**src/rtl/ex_mem_skid_reg.sv**
```systemverilog
// EX/MEM pipeline register built as a 2-entry skid buffer. in_ready comes from a flop,
// so a MEM-stage stall never reaches the execute stage combinationally.
module ex_mem_skid_reg #(
  parameter int DATA_WIDTH     = 32,
  parameter int REG_ADDR_WIDTH = 5
) (
  input  logic                      clk,
  input  logic                      reset,
  input  logic                      flush,
  input  logic                      in_valid,
  output logic                      in_ready,
  input  logic [DATA_WIDTH-1:0]     ALUResult,
  input  logic [DATA_WIDTH-1:0]     StoreData,
  input  logic [REG_ADDR_WIDTH-1:0] rd,
  input  logic                      RegWrite,
  input  logic                      MemRead,
  input  logic                      MemWrite,
  input  logic                      MemtoReg,
  input  logic                      Branch,
  output logic                      out_valid,
  input  logic                      out_ready,
  output logic [DATA_WIDTH-1:0]     out_ALUResult,
  output logic [DATA_WIDTH-1:0]     out_StoreData,
  output logic [REG_ADDR_WIDTH-1:0] out_rd,
  output logic                      out_RegWrite,
  output logic                      out_MemRead,
  output logic                      out_MemWrite,
  output logic                      out_MemtoReg,
  output logic                      out_BrTaken
);

  typedef struct packed {
    logic [DATA_WIDTH-1:0]     alu;
    logic [DATA_WIDTH-1:0]     store;
    logic [REG_ADDR_WIDTH-1:0] rd;
    logic                      reg_write;
    logic                      mem_read;
    logic                      mem_write;
    logic                      mem_to_reg;
    logic                      branch;
  } entry_t;

  entry_t in_entry;
  entry_t m_q, m_d;
  entry_t s_q, s_d;
  logic   m_v_q, m_v_d;
  logic   s_v_q, s_v_d;
  logic   in_ready_q, in_ready_d;
  logic   accept, consume;

  assign in_entry = '{alu: ALUResult, store: StoreData, rd: rd, reg_write: RegWrite,
                      mem_read: MemRead, mem_write: MemWrite, mem_to_reg: MemtoReg,
                      branch: Branch};

  assign accept  = in_valid & in_ready_q;
  assign consume = m_v_q & out_ready;

  // NOTE: every next-state signal gets a default first so no path leaves it unassigned (no latch).
  always_comb begin
    m_d   = m_q;
    s_d   = s_q;
    m_v_d = m_v_q;
    s_v_d = s_v_q;
    if (flush) begin
      // Data is left in place; clearing the valid bits is enough to gate the controls.
      m_v_d = 1'b0;
      s_v_d = 1'b0;
    end else if (!m_v_q) begin
      if (accept) begin
        m_d   = in_entry;
        m_v_d = 1'b1;
      end
    end else if (consume) begin
      if (s_v_q) begin
        m_d   = s_q;
        s_v_d = 1'b0;
      end else if (accept) begin
        m_d = in_entry;
      end else begin
        m_v_d = 1'b0;
      end
    end else if (accept) begin
      s_d   = in_entry;
      s_v_d = 1'b1;
    end
    in_ready_d = ~s_v_d;
  end

  // NOTE: state is updated with non-blocking assignments so every flop samples pre-edge values.
  // NOTE: the entry storage is reset too, so data outputs read zero straight out of reset.
  always_ff @(posedge clk or negedge reset) begin
    if (!reset) begin
      m_q        <= '0;
      s_q        <= '0;
      m_v_q      <= 1'b0;
      s_v_q      <= 1'b0;
      in_ready_q <= 1'b1;
    end else begin
      m_q        <= m_d;
      s_q        <= s_d;
      m_v_q      <= m_v_d;
      s_v_q      <= s_v_d;
      in_ready_q <= in_ready_d;
    end
  end

  assign in_ready      = in_ready_q;
  assign out_valid     = m_v_q;
  assign out_ALUResult = m_q.alu;
  assign out_StoreData = m_q.store;
  assign out_rd        = m_q.rd;
  assign out_RegWrite  = m_v_q & m_q.reg_write;
  assign out_MemRead   = m_v_q & m_q.mem_read;
  assign out_MemWrite  = m_v_q & m_q.mem_write;
  assign out_MemtoReg  = m_v_q & m_q.mem_to_reg;
  // Branch resolves from the Equal/SLT flag in bit 0 only.
  assign out_BrTaken   = m_v_q & m_q.branch & m_q.alu[0];

endmodule

```
**config.mk**
```make
export PLATFORM = sky130hd
export DESIGN_NAME = ex_mem_skid_reg
export DESIGN_NICKNAME = d
export VERILOG_FILES = /design/src/rtl/ex_mem_skid_reg.sv
export SDC_FILE = /design/constraint.sdc
export NUM_CORES = 1
export LEC_CHECK = 0
export ABC_CLOCK_PERIOD_IN_PS = 5300
export CAP_MARGIN = 10
export CELL_PAD_IN_SITES_DETAIL_PLACEMENT = 0
export CELL_PAD_IN_SITES_GLOBAL_PLACEMENT = 2
export CORE_ASPECT_RATIO = 0.75
export CORE_MARGIN = 1.5
export CORE_UTILIZATION = 36
export DETAILED_ROUTE_END_ITERATION = 10
export PLACE_DENSITY = 0.87
export RECOVER_POWER = 25
export SETUP_SLACK_MARGIN = 0.5
export SLEW_MARGIN = 15
export SYNTH_ARGS = -nofsm -noshare
export SYNTH_HDL_FRONTEND = slang
export SYNTH_SLANG_ARGS = --single-unit
export TNS_END_PERCENT = 1
```
**constraint.sdc**
```tcl
create_clock -name clk -period 5.3 [get_ports clk]
set_clock_uncertainty 0.15 [all_clocks]
set_input_delay 1.06 -clock clk [delete_from_list [all_inputs] [get_ports clk]]
set_output_delay 1.06 -clock clk [all_outputs]
set_load 0.02 [all_outputs]
```
==> flow_summary.json, run 1 <==
{
  "hold_buffers": 0,
  "synth_cell_types": 20,
  "die_h_um": 120.9,
  "cts_sinks": 151,
  "wirelength_mm": 14.65,
  "most-common-layout-cells": "153 x clkdlybuf4s50_1, 150 x dfrtp_1, 78 x and2_1, 74 x a221o_1, 38 x mux2_1",
  "violations": "capacitance limit, slew limit",
  "slew_viol_final": 113,
  "path_buf_inv": 2,
  "drv_cap": 1,
  "multi_input_area_um2": 2178,
  "first_iter_violations": 234,
  "cp.required_ns": 5.67,
  "first_global_vias": 4364,
  "rsz0062_at_grt": "no",
  "post_cts_resized": 0,
  "crit_path_end_kind": "asynchronous set/reset pin",
  "ant_nets": 0,
  "antenna_found_initial": 0,
  "startpoint_type": "primary input",
  "cts_setup_buffers": 0,
  "numCtsBuffers": 17,
  "rows": 42,
  "grt_overflow": 0,
  "final_common_cell": "clkdlybuf4s50_1",
  "gp_congestion": 0.7245,
  "setup-tns-final_ns": 0,
  "ys.flop_type": "dfrtp_1",
  "slew-limit-headroom": -0.8431,
  "leakagePower_uw": 0.003619,
  "hold_viol_final": 0,
  "min_path_type": "register to register",
  "synth_edf_count": 0,
  "cts-root-buf": "clkbuf_16",
  "dp.cells": 792,
  "initial_core_util": 0.3731,
  "clock_latency_ns": 0.41,
  "finalSetupViolCount": 0,
  "dieArea_um2": 19350,
  "async_flop_share": 1.000,
  "place_area_um2": 7839,
  "critPathTopFamily": "buffers and inverters",
  "tightestPinTransition_ns": 2.765,
  "detail_route.vias_per_cell": 4.933,
  "vias": 4065,
  "period_share": 0.6375,
  "synth.avg_cell_area_um2": 13.49,
  "crit_path_max_incr_delay_ns": 1.91,
  "max_freq_mhz": 296.0,
  "r2r_slack_ns": 2.80,
  "drive_above_1_share": 0.1340,
  "grt_pass1_wl_mm": 24.04,
  "design_area_um2": 8473,
  "num-nets-final": 648,
  "yosysSeqAreaShare": 0.5670,
  "drc_errors": 0,
  "yosys_warnings": 0,
  "ir_drop_mv": 0.1962,
  "power_density_nw_per_um2": 414.1,
  "arrival_ns": 3.75,
  "num-fill-cells": 1575,
  "cts_buffer_depth": 2,
  "status": "finished with violations",
  "worstSetupPathDepth": 2,
  "seq_area_um2": 3780,
  "critical_path_class": "primary input to asynchronous set/reset pin",
  "wire_per_inst_um": 17.78,
  "cts_tree": "yes",
  "core_area_um2": 17870,
  "final_cells": 824,
  "grt.total_usage": 0.1594,
  "portBuffers": 154,
  "slowest_stage": "clkbuf_2",
  "hold_path_depth": 1,
  "period_minus_slack_ns": 3.379,
  "dieWidth_um": 160.1,
  "postSynthCellCount": 494,
  "cts_max_level": 4,
  "diodes": 0,
  "reg2reg_depth": 3,
  "hpwl_mm": 8.829,
  "crit_chain": "clkbuf_2 -> buf_4",
  "synth_area_um2": 6666,
  "dr.pass1.iters": 4,
  "area_growth_pct": 27.10,
  "syn-num-nets": 573,
  "cp_max_fo": 112,
  "clkTransAtPathRegs_ns": 0.06,
  "io_pins": 155,
  "ys_seq_elements": 151,
  "grt_start_max_net_pins": 113,
  "total_power_uw": 3509
}
registers in the layout, indices dropped and copies added (netlist names):
signal	cells
s_q	74
out_ALUResult	32
out_StoreData	32
m_q	5
out_rd	5
in_ready	1
out_valid	1
s_v_q	1
cell type report:
| cell class | count | share of cell area |
|---|---|---|
| multi-input cells | 239 | 0.2571 |
| clock buffers | 19 | 0.05227 |
| well taps | 242 | 0.03574 |
| repair buffers | 158 | 0.1849 |
| flip-flops and latches | 151 | 0.4461 |
| inverters | 2 | 0.0008860 |
| clock inverters | 13 | 0.02304 |
worst paths after layout:
path	from	end
setup reg to reg	out_valid	s_q[4]
hold / removal	s_q[63]	s_q[63]
min in group asynchronous	reset	out_StoreData[0]
max in group clk	out_valid	out_BrTaken
hold reg to reg	s_q[63]	s_q[63]
setup / recovery	reset	s_q[0]
cell usage after synthesis, types with 2 or more instances:
cell,instances,area [µm²]
and2_1,78,488.0
a221o_1,75,750.7
mux2_2,36,405.4
buf_4,74,555.5
mux2_1,38,427.9
buf_6,7,78.83
inv_1,2,7.510
clkbuf_1,10,37.54
nand2_1,4,15.01
dfrtp_1,150,3754
buf_2,11,55.05
power breakdown:
part | total [µW] | leakage, µW | internal (µW) | switching, µW
clock | 1300 | 0.000306 | 809 | 492
sequential | 1530 | 0.00186 | 1400 | 127
combinational | 679 | 0.00145 | 384 | 295
total | 3510 | 0.00362 | 2600 | 914
cell families after synthesis:
family	after synthesis	share of synthesized area
compound gates	79	0.1167
buf+inv	104	0.1102
flops	151	0.5670
mux	74	0.1250
simple gates	86	0.08108
stage by stage:
step,hold slack [ns],util,worst slack (ns)
after floorplan,0.2959,-,2.836
after global placement,0.3089,0.4387,1.822
after CTS,0.3314,0.4744,2.084
after global routing,0.3398,0.4742,1.261
final,0.3250,0.4742,1.921
after detailed placement,0.3165,0.4387,1.770
layer usage:
layer | vias up | wire length [µm] | part of all wire | global-route usage
met5 | - | 0 | 0 | 0
met3 | 9 | 820 | 0.056 | 0.05024
met2 | 120 | 6529 | 0.45 | 0.2476
met1 | 2061 | 7192 | 0.49 | 0.2143
li1 | 1875 | - | - | -
met4 | 0 | 108 | 0.0074 | 0.04614
No activity file was read; power rests on OpenSTA's default activity.
==> inputs of run 2 (changes only) <==
--- a/config.mk
+++ b/config.mk
@@ -5,15 +5,15 @@
 export SDC_FILE = /design/constraint.sdc
 export NUM_CORES = 1
 export LEC_CHECK = 0
-export ABC_CLOCK_PERIOD_IN_PS = 5300
+export ABC_CLOCK_PERIOD_IN_PS = 3350
 export CAP_MARGIN = 10
 export CELL_PAD_IN_SITES_DETAIL_PLACEMENT = 0
 export CELL_PAD_IN_SITES_GLOBAL_PLACEMENT = 2
 export CORE_ASPECT_RATIO = 0.75
 export CORE_MARGIN = 1.5
-export CORE_UTILIZATION = 36
+export CORE_UTILIZATION = 34
 export DETAILED_ROUTE_END_ITERATION = 10
-export PLACE_DENSITY = 0.87
+export PLACE_DENSITY = 0.83
 export RECOVER_POWER = 25
 export SETUP_SLACK_MARGIN = 0.5
 export SLEW_MARGIN = 15
==> constraint.sdc (replaced) <==
create_clock -name clk -period 3.35 [get_ports clk]
set_clock_uncertainty 0.15 [all_clocks]
set_input_delay 0.67 -clock clk [delete_from_list [all_inputs] [get_ports clk]]
set_output_delay 0.67 -clock clk [all_outputs]
set_load 0.02 [all_outputs]
==> run 2 against run 1 <==
  * The flow now finishes without violations
  * Critical path depth stayed put
  * Count of clock-buffer cells in the layout grew 1
  * Power is 52% higher
  * First-iteration DRC count fell by 2.1%
  * Via count up 1.5%
  * Die area rose by 5.8%
==> flow_summary.json, run 2 (synthesized netlist as in run 1, its figures left out) <==
{
  "slew-limit-headroom": 0.4230,
  "switchingPower_uw": 1455,
  "arrival_ns": 1.78,
  "rows": 44,
  "period_share": 0.7756,
  "clock_latency_ns": 0.41,
  "num-nets-final": 650,
  "p_int_uw": 3887,
  "initial_core_util": 0.3460,
  "most-common-layout-cells": "153 x clkdlybuf4s50_1, 149 x dfrtp_1, 78 x and2_1, 74 x a221o_1, 38 x mux2_1",
  "max_freq_mhz": 384.9,
  "gp_congestion": 0.7307,
  "hpwl_mm": 8.918,
  "diodes": 0,
  "clkTransAtPathRegs_ns": 0.07,
  "area_growth_pct": 27.36,
  "largest_reg_flops": 74,
  "hold_viol_final": 0,
  "status": "finished clean",
  "detail_route.vias_per_cell": 4.928,
  "dr_wl_met2_mm": 6.875,
  "die_h_um": 124.3,
  "hold_buffers": 0,
  "cts_sinks": 151,
  "io_pins": 155,
  "cp.required_ns": 2.53,
  "drc_errors": 0,
  "final_common_cell": "clkdlybuf4s50_1",
  "portBuffers": 154,
  "p_sw_frac": 0.2724,
  "tightestPinTransition_ns": 0.8655,
  "wl_met1_mm": 6.873,
  "design_area_um2": 8491,
  "cts_max_level": 4,
  "slew_viol_final": 0,
  "startpoint_type": "register",
  "total_power_uw": 5343,
  "first_iter_violations": 229,
  "top_layer": "met4",
  "largest-register": "s_q",
  "finalSetupViolCount": 0,
  "place_area_um2": 7930,
  "min_path_type": "primary input to asynchronous set/reset pin",
  "critical_path_class": "register to primary output",
  "p_seq_frac": 0.454,
  "ant_nets": 0,
  "wirelength_mm": 14.74,
  "setup-tns-final_ns": 0,
  "cts-root-buf": "clkbuf_16",
  "first_global_vias": 4348,
  "cts_tree": "yes",
  "grt_start_max_net_pins": 93,
  "numCtsBuffers": 17,
  "crit_path_start": "out_valid",
  "grt.total_usage": 0.1501,
  "dieArea_um2": 20460,
  "dr.pass1.iters": 4,
  "period_minus_slack_ns": 2.598,
  "power_density_nw_per_um2": 629.2,
  "drive_above_1_share": 0.1353,
  "vias": 4125,
  "post_cts_resized": 1,
  "wire_per_inst_um": 17.61,
  "cts_setup_buffers": 0,
  "num-fill-cells": 1731,
  "grt_pass1_wl_mm": 23.67,
  "ir_drop_mv": 0.2811,
  "grt_overflow": 0,
  "dieWidth_um": 164.7,
  "cts_buffer_depth": 2,
  "cp_max_fo": 13,
  "power_frac_comb": 0.201,
  "leakagePower_uw": 0.003613,
  "r2r-start": "in_ready",
  "pwr-share-clk": 0.345,
  "core_area_um2": 19270,
  "crit_path_end_kind": "primary output",
  "drv_cap": 0,
  "rsz0062_at_grt": "no",
  "antenna_found_initial": 0,
  "wl_met3_um": 838
}
[run 2: cell types whose count changed in the layout (fill, tap and decap cells not counted), sizes merged]
cell	change
bufinv	-3
inv	+2
buf	+2
clkbuf	+1
[run 2: area by class of cell]
class | instances | area [µm²] | share of cell area
clock inverters | 12 | 116.4 | 0.01370
well taps | 253 | 316.6 | 0.03728
multi-input cells | 239 | 2176 | 0.2563
flip-flops and latches | 151 | 3781 | 0.4453
clock buffers | 20 | 446.7 | 0.05261
inverters | 2 | 7.507 | 0.0008842
repair buffers | 160 | 1647 | 0.1939
[run 2: final timing paths]
path | end | slack [ns] | depth (start not counted)
worst min register to register | s_q[64] | 0.33 | 1
worst max-delay path | out_BrTaken | 0.75 | 2
worst min-delay path | out_rd[0] | 0.17 | 1
max in group asynchronous | out_StoreData[17] | 1.62 | 2
worst max register to register | s_q[1] | 1.25 | 4
min in group clk | s_q[64] | 0.33 | 1
[run 2: routing by layer]
layer	vias to the layer above	track usage
met3	12	0.04362
li1	1873	-
met4	0	0.04557
met2	111	0.2331
met1	2129	0.2019
met5	-	0
[run 2: per-stage QoR]
step	hold WS [ns]	setup slack, ns	utilization	std cells
finish	0.1698	0.7517	0.4406	837
global route	0.2320	0.6657	0.4406	837
CTS	0.2088	0.6810	0.4408	837
detailed placement	0.3165	0.6091	0.4116	805
global placement	0.3084	0.6549	0.4116	805
floorplan	0.2244	1.276	-	494
[run 2: worst max-delay path, stage by stage, from the launching register on]
cell             delay, ns
dfrtp_2               0.54
and3_1                0.22
clkdlybuf4s50_1       0.60
[run 2: power groups by stage]
| stage | combinational, µW | clock (µW) | sequential (µW) |
|---|---|---|---|
| after global routing | 1150 | 1980 | 2480 |
| after CTS | 1090 | 1900 | 2430 |
| after global placement | 1060 | 0 | 2440 |
| after floorplan | 795 | 0 | 2380 |
| final | 1080 | 1840 | 2430 |
| after detailed placement | 1090 | 0 | 2450 |
==> inputs of run 3 (changes only) <==
--- a/config.mk
+++ b/config.mk
@@ -5,15 +5,15 @@
 export SDC_FILE = /design/constraint.sdc
 export NUM_CORES = 1
 export LEC_CHECK = 0
-export ABC_CLOCK_PERIOD_IN_PS = 3350
+export ABC_CLOCK_PERIOD_IN_PS = 2150
 export CAP_MARGIN = 10
 export CELL_PAD_IN_SITES_DETAIL_PLACEMENT = 0
 export CELL_PAD_IN_SITES_GLOBAL_PLACEMENT = 2
 export CORE_ASPECT_RATIO = 0.75
 export CORE_MARGIN = 1.5
-export CORE_UTILIZATION = 34
+export CORE_UTILIZATION = 30
 export DETAILED_ROUTE_END_ITERATION = 10
-export PLACE_DENSITY = 0.83
+export PLACE_DENSITY = 0.77
 export RECOVER_POWER = 25
 export SETUP_SLACK_MARGIN = 0.5
 export SLEW_MARGIN = 15
==> constraint.sdc (replaced) <==
create_clock -name clk -period 2.15 [get_ports clk]
set_clock_uncertainty 0.15 [all_clocks]
set_input_delay 0.43 -clock clk [delete_from_list [all_inputs] [get_ports clk]]
set_output_delay 0.43 -clock clk [all_outputs]
set_load 0.02 [all_outputs]
==> run 3 against run 2 <==
  * Core utilization down 3.4 points
  * Sequential share of layout area down 2.1 points
  * Highest routed layer unchanged
  * Non-clock buffer count up 25
  * Via count up 2.2%
  * First-iteration DRC count up 0.44%
  * Worst setup slack worse by 0.61 ns
  * Power up 60%
  * Final cell count up 7.8%
  * Count of clock-buffer cells in the layout unchanged
  * Combinational power up 59%
  * Critical path depth up 4
  * Clock power up 66%
==> flow_summary.json, run 3 (synthesized netlist as in run 1, its figures left out) <==
{
  "cts_max_level": 4,
  "final_cells": 902,
  "initial_core_util": 0.3039,
  "wirelength_mm": 15.99,
  "portBuffers": 154,
  "grt.total_usage": 0.1392,
  "dp.cells": 864,
  "crit_path_max_incr_delay_ns": 0.47,
  "r2r_slack_ns": 0.15,
  "pre_cts_ws_ns": -0.2969,
  "drv_cap": 0,
  "ant_nets": 0,
  "hpwl_mm": 10.15,
  "detail_route.vias_per_cell": 4.674,
  "crit_chain": "clkdlybuf4s50_1 -> buf_4 -> nor4b_4 -> buf_6 -> clkbuf_16 -> mux2_2",
  "cts-root-buf": "clkbuf_16",
  "max_freq_mhz": 497.5,
  "ir_drop_mv": 0.3852,
  "period_share": 0.9348,
  "hold_viol_final": 0,
  "endpoint": "s_q[4]",
  "diodes": 0,
  "vias": 4216,
  "r2r-start": "in_ready",
  "slew_viol_final": 0,
  "grt_start_max_net_pins": 60,
  "power_density_nw_per_um2": 959.1,
  "crit_path_end_kind": "register",
  "core_area_um2": 21930,
  "gp_congestion": 0.7500,
  "leakagePower_uw": 0.003843,
  "tightestPinTransition_ns": 1.036,
  "slew-limit-headroom": 0.3092,
  "area_growth_pct": 33.67,
  "dieArea_um2": 23130,
  "dr.pass1.iters": 4,
  "cts_buffer_depth": 2,
  "drc_errors": 0,
  "die_h_um": 132.1,
  "first_global_vias": 4477,
  "final_common_cell": "dfrtp_1",
  "min_from": "s_q[45]",
  "slowest_stage": "clkdlybuf4s50_1",
  "grt_pass1_wl_mm": 24.96,
  "largest-register": "s_q",
  "dieWidth_um": 175.1,
  "finalSetupViolCount": 0,
  "crit_path_start": "out_ready",
  "finalWorstSetupSlack_ns": 0.1401,
  "cp.required_ns": 2.31,
  "grt_overflow": 0,
  "arrival_ns": 2.17,
  "rows": 47,
  "clock_latency_ns": 0.42,
  "first_iter_violations": 230,
  "numCtsBuffers": 17,
  "wire_per_inst_um": 17.72,
  "cp_max_fo": 7,
  "most-common-layout-cells": "149 x dfrtp_1, 134 x clkdlybuf4s50_1, 78 x and2_1, 74 x a221o_1, 36 x mux2_2",
  "num-nets-final": 675,
  "startpoint_type": "primary input",
  "io_pins": 155,
  "total_power_uw": 8546,
  "reg2reg_depth": 5,
  "clkTransAtPathRegs_ns": 0.06,
  "drive_above_1_share": 0.1809,
  "status": "finished clean",
  "cts_sinks": 151,
  "min_path_type": "register to register",
  "antenna_found_initial": 0,
  "period_minus_slack_ns": 2.010,
  "largest_reg_flops": 74,
  "rsz0062_at_grt": "yes",
  "setup-tns-final_ns": 0,
  "reg2reg_to": "s_q[4]",
  "cts_tree": "yes",
  "critical_path_class": "primary input to register"
}
==> run 3: critical path, delay by kind of cell <==
family                 cells  cell delay [ns]
buffers and inverters      4             1.05
and+or+nand+nor            1             0.35
muxes                      1             0.33
==> run 3: per-stage QoR <==
stage / util / cell area [µm²] / hold WS (ns)
after floorplan: - / 6704 / -0.01559
after global placement: 0.3738 / 8199 / 0.2071
after detailed placement: 0.3738 / 8199 / 0.2109
after CTS: 0.4007 / 8790 / 0.3252
after global routing: 0.4063 / 8911 / 0.3397
final: 0.4063 / 8911 / 0.3260
==> run 3: power by group <==
group	internal [µW]	leakage (µW)	total [µW]	switching [µW]
Clock	1850	0.000275	3050	1200
Sequential	3460	0.00186	3770	312
Combinational	980	0.00171	1720	743
==> run 3: timing repair <==
action,CTS,global route
endpoints found under the setup margin,226,226
endpoints found under the hold margin,34,0
buffers inserted,1,1
resized for setup,25,9
cloned,0,4
pin swaps,2,1
hold buffers,1,0
==> run 3: per-layer routing <==
metal / track usage / share of wire / routed length, µm
met4: 0.04084 / 0.011 / 180
met5: 0 / 0 / 0
met1: 0.1855 / 0.47 / 7533
met3: 0.04614 / 0.062 / 993
met2: 0.2156 / 0.46 / 7280
==> run 3: cell type report <==
class / instances / area [µm²]
flip-flops and latches: 151 / 3781
well taps: 294 / 367.9
clock buffers: 20 / 446.7
repair buffers: 185 / 1956
fillers: 2070 / 13020
clock inverters: 11 / 150.1
multi-input cells: 239 / 2202
inverters: 2 / 7.507
==> run 3: how the worst min path moves through the flow <==
stage | cells after the start | slack, ns | end
after floorplan | 0 | -0.02 | m_q[0]
after global placement | 1 | 0.21 | out_rd[1]
after detailed placement | 1 | 0.21 | out_rd[3]
after CTS | 2 | 0.33 | out_rd[3]
after global routing | 1 | 0.34 | s_q[47]
final | 1 | 0.33 | s_q[45]
